File: src/rtl/serial_subtractor.sv
// Bit-serial unsigned subtractor: diff = a - b, one bit per clock, LSB first,
// using one full-subtractor cell and a registered borrow, with valid/ready on both sides.
module serial_subtractor #(
  parameter int unsigned WIDTH = 8
) (
  input  logic             clk,
  input  logic             rst_n,
  input  logic             in_valid,
  output logic             in_ready,
  input  logic [WIDTH-1:0] a,
  input  logic [WIDTH-1:0] b,
  output logic             out_valid,
  input  logic             out_ready,
  output logic [WIDTH-1:0] diff,
  output logic             borrow,
  output logic             busy
);

  localparam int unsigned CW = (WIDTH > 1) ? $clog2(WIDTH) : 1;

  typedef enum logic [1:0] {
    IDLE = 2'd0,
    RUN  = 2'd1,
    DONE = 2'd2
  } state_t;

  state_t           state_q;
  logic [WIDTH-1:0] sa_q;
  logic [WIDTH-1:0] sb_q;
  logic [WIDTH-1:0] res_q;
  logic [WIDTH-1:0] diff_q;
  logic [CW-1:0]    cnt_q;
  logic             bw_q;
  logic             borrow_q;
  logic             in_ready_q;
  logic             out_valid_q;
  logic             busy_q;

  logic             bit_d;
  logic             bw_d;
  logic [WIDTH-1:0] res_d;

  // Full-subtractor cell on the current LSBs; result bit enters from the MSB side.
  assign bit_d = sa_q[0] ^ sb_q[0] ^ bw_q;
  assign bw_d  = (~sa_q[0] & sb_q[0]) | (~(sa_q[0] ^ sb_q[0]) & bw_q);
  assign res_d = (res_q >> 1) | (WIDTH'(bit_d) << (WIDTH - 1));

  // in_ready is gated by its own register so the first edge after reset never accepts.
  always_ff @(posedge clk) begin
    if (!rst_n) begin
      state_q     <= IDLE;
      sa_q        <= '0;
      sb_q        <= '0;
      res_q       <= '0;
      diff_q      <= '0;
      cnt_q       <= '0;
      bw_q        <= 1'b0;
      borrow_q    <= 1'b0;
      in_ready_q  <= 1'b0;
      out_valid_q <= 1'b0;
      busy_q      <= 1'b0;
    end else begin
      case (state_q)
        IDLE: begin
          if (in_valid && in_ready_q) begin
            sa_q       <= a;
            sb_q       <= b;
            res_q      <= '0;
            bw_q       <= 1'b0;
            cnt_q      <= '0;
            in_ready_q <= 1'b0;
            busy_q     <= 1'b1;
            state_q    <= RUN;
          end else begin
            in_ready_q <= 1'b1;
          end
        end
        RUN: begin
          sa_q  <= sa_q >> 1;
          sb_q  <= sb_q >> 1;
          bw_q  <= bw_d;
          res_q <= res_d;
          cnt_q <= cnt_q + CW'(1);
          if (cnt_q == CW'(WIDTH - 1)) begin
            diff_q      <= res_d;
            borrow_q    <= bw_d;
            out_valid_q <= 1'b1;
            busy_q      <= 1'b0;
            state_q     <= DONE;
          end
        end
        DONE: begin
          if (out_ready) begin
            out_valid_q <= 1'b0;
            in_ready_q  <= 1'b1;
            state_q     <= IDLE;
          end
        end
        default: begin
          state_q <= IDLE;
        end
      endcase
    end
  end

  assign in_ready  = in_ready_q;
  assign out_valid = out_valid_q;
  assign diff      = diff_q;
  assign borrow    = borrow_q;
  assign busy      = busy_q;

endmodule

File: config.mk
export PLATFORM = sky130hd
export DESIGN_NAME = serial_subtractor
export DESIGN_NICKNAME = d
export VERILOG_FILES = /design/src/rtl/serial_subtractor.sv
export SDC_FILE = /design/constraint.sdc
export NUM_CORES = 1
export LEC_CHECK = 0
export CAP_MARGIN = 20
export CORE_AREA = 2 2 60 62
export DETAILED_ROUTE_END_ITERATION = 10
export DIE_AREA = 0 0 62 64
export PLACE_DENSITY = 0.86
export REMOVE_ABC_BUFFERS = 1
export SETUP_SLACK_MARGIN = 0.02
export SYNTH_ARGS = -nofsm -noshare
export SYNTH_HDL_FRONTEND = slang
export SYNTH_SLANG_ARGS = --single-unit
File: constraint.sdc
create_clock -name clk -period 4 [get_ports clk]
set_clock_uncertainty 0.05 [all_clocks]
set_input_delay 0.6 -clock clk [delete_from_list [all_inputs] [get_ports clk]]
set_output_delay 0.6 -clock clk [all_outputs]
set_load 0.01 [all_outputs]
==> flow_metrics.tcl <==
set metrics [dict create \
    antenna_violations_before_repair 0 \
    slew_viol_final 0 \
    cts_setup_buffers 0 \
    worst_skew_pair.late_latency_ps 360 \
    synth-seq-area-share_pct 48.16 \
    setup_viol 0 \
    routabilityCongestion 0.7802 \
    postRouteAntennaNets 0 \
    rsz0062_at_grt "false" \
    worst_ep_arrival_time_ps 1360 \
    layout.cells.non_filler 250 \
    worstPathMaxFanout 5 \
    post_synth_inst_count 177 \
    synth_area_sq_um 1704 \
    final_worst_path_setup_slack_ps 1991 \
    route.top_layer_used "met4" \
    ctsLongestPathBuffers 2 \
    clk_pin_slew_worst_paths_ps 120 \
    critical_path_top_delay_cell "clkdlybuf4s50_1" \
    dp.cells 242 \
    cells_along_the_critical_path "clkdlybuf4s50_1" \
    critical_path.startpoint_type "register" \
    power_leakage_uw 0.0008003 \
    tightestPinTransition_ps 705.0 \
    track_usage_pct 17.86 \
    floorplan.die_area_sq_um 3968 \
    syn2layout_area_growth_pct 19.60 \
    worst_path_max_stage_delay_ps 570 \
    crit_path_buffers_inverters 1 \
    global_route_wire_length_before_repair_microns 5257 \
    synth_most_common_cell "dfxtp_1" \
    post_cts_hold_buffers 0 \
    ys_top_cells_by_count "41 x dfxtp_1, 29 x a21oi_1, 26 x nand2_1, 15 x a211oi_1, 14 x mux2i_1" \
    cts-htree-levels 2 \
    tritoncts "done" \
    layout_min_cycle_time_ps 2009 \
    rows 21 \
    post-route-drc-count 0 \
    finalNetCount 226 \
    final_layout_size_suffix_gt1_share_pct 5.882 \
    wl_met2_microns 1499 \
    initial_util_pct 51.89 \
    pre_cts_slack_ps 1610 \
    grt_max_degree 31 \
    post-dp-hpwl_microns 2151 \
    yosys.area.top_type_share_pct 48.16 \
    synth_warnings 0 \
    power.density_cell_area_nw_per_um2 372.2 \
    cts_repair_resize_count 0 \
    filler_cell_count 291 \
    dpl_cell_area_sq_um 1987 \
    die_boundary_height_microns 64 \
    postSynth.asyncResetShare_pct 0 \
    critPathTopFamily "buffers and inverters" \
    detail_route.wirelength_microns 3199 \
    worst_ep_required_time_ps 3350 \
    crit_path_end_kind "output port" \
    m1WireLength_microns 1503 \
    totalNegativeSetupSlack_ps 0 \
    peakVddDrop_uv 223.2 \
    timing_hold_violations_final 0 \
    clk_root_buffer_cell "clkbuf_4" \
    ys.flop_type "dfxtp_1" \
    timing.fmax_mhz 497.8 \
    place.port_buffers 31 \
    grt.overflow.total 0 \
    antenna_cells 0 \
    core-area_sq_um 3284 \
    final_min_period_over_clock_period_pct 50.22 \
    min-delay-path-class "register to register" \
    cts-buffers-inserted 5 \
    outcome "completed" \
    met3RoutedLength_microns 132 \
    drt_pre_antenna_iters 2 \
    max_cap_viol_count 0 \
    timing.slew.headroom_pct 53.00 \
    avgViaCountPerCell 5.284 \
    synth_area_leaders "dfxtp_1 48%, a21oi_1 8.5%, mux2i_1 8.2%, a211oi_1 6.6%, nand2_1 5.7%" \
    avgSynthCellArea_sq_um 9.628 \
    first_iter_violations 52 \
    route.detailed.wl_per_inst_microns 12.80 \
    synth.largest_area_cell "dfxtp_1" \
    yosys_register_bits 41 \
    clock_sinks 41 \
    fin_area_sq_um 2038 \
    timing_worst_setup_path_type "register to output port" \
    synth.lib_cells_used.distinct 31 \
    floorplan.die.width_microns 62 \
    boundaryPins 32 \
    first_global_vias 1218 \
    vias 1321 \
    synth_edf_count 0 \
]
## through the flow
stage | hold WS (ps) | power, uW | util, %
2_1_floorplan | 382.1 | 521.9 | -
3_3_place_gp | 389.8 | 562.4 | 60.50
3_5_place_dp | 394.5 | 565.6 | 60.50
4_1_cts | 411.8 | 761.1 | 62.06
5_1_grt | 424.3 | 792.8 | 62.06
6_report | 410.0 | 758.6 | 62.06
## state kept, by name, indices dropped and copies added, names as in the netlist, 2 cells and up
name     cells
cnt_q        3
diff         8
res_q        7
sa_q         8
sb_q         8
state_q      2
## worst paths after layout
| check | end | startpoint | slack, ps | cells past startpoint |
|---|---|---|---|---|
| worst max-delay path | in_ready | in_ready | 1990 | 1 |
| worst min-delay path | diff[2] | diff[2] | 410 | 2 |
| worst max register to register | sb_q[5] | state_q[0] | 2240 | 3 |
| worst min register to register | diff[2] | diff[2] | 410 | 2 |
## per-layer routing
layer	up-vias	GRT usage [%]
met5	-	0
met4	0	9.574
met3	7	5.061
met2	26	28.39
met1	596	20.99
li1	692	-
## layout make-up
type                    count  area [sq um]  share of cell area (%)
inverters                   6         22.52                   1.105
clock inverters             2         10.01                  0.4911
multi-input cells         117         768.2                   37.69
repair buffers             32         317.8                   15.59
well taps                  46         57.56                   2.824
flip-flops and latches     41         820.8                   40.27
clock buffers               6         41.29                   2.026
## power by group
group | total [uW] | internal (uW) | leakage, uW | switching (uW)
logic | 111 | 55.9 | 0.000434 | 55.4
clock network | 202 | 67.0 | 0.0000320 | 135
registers | 445 | 430 | 0.000334 | 14.7
## layout by cell type, fill, tap and decap left out, types with 2 or more instances in the layout
cell / count
a211oi_1: 15
a21oi_1: 29
a32o_1: 4
clkbuf_4: 5
clkdlybuf4s50_1: 31
clkinv_2: 2
dfxtp_1: 41
ha_1: 2
inv_1: 5
mux2i_1: 14
nand2_1: 26
nand3_1: 3
nor2_1: 4
o22ai_1: 5
## cell families (layout without fill, tap and decap cells)
kind of cell    after synthesis  count (layout)  synth area share [%]
compound gates               59              59                 22.47
fa+ha+maj                     3               3                 2.643
buf+inv                      19              46                 6.754
flops                        41              41                 48.16
mux                          14              14                 8.223
simple gates                 41              41                 11.75
No activity file was read; power rests on OpenSTA's default activity.
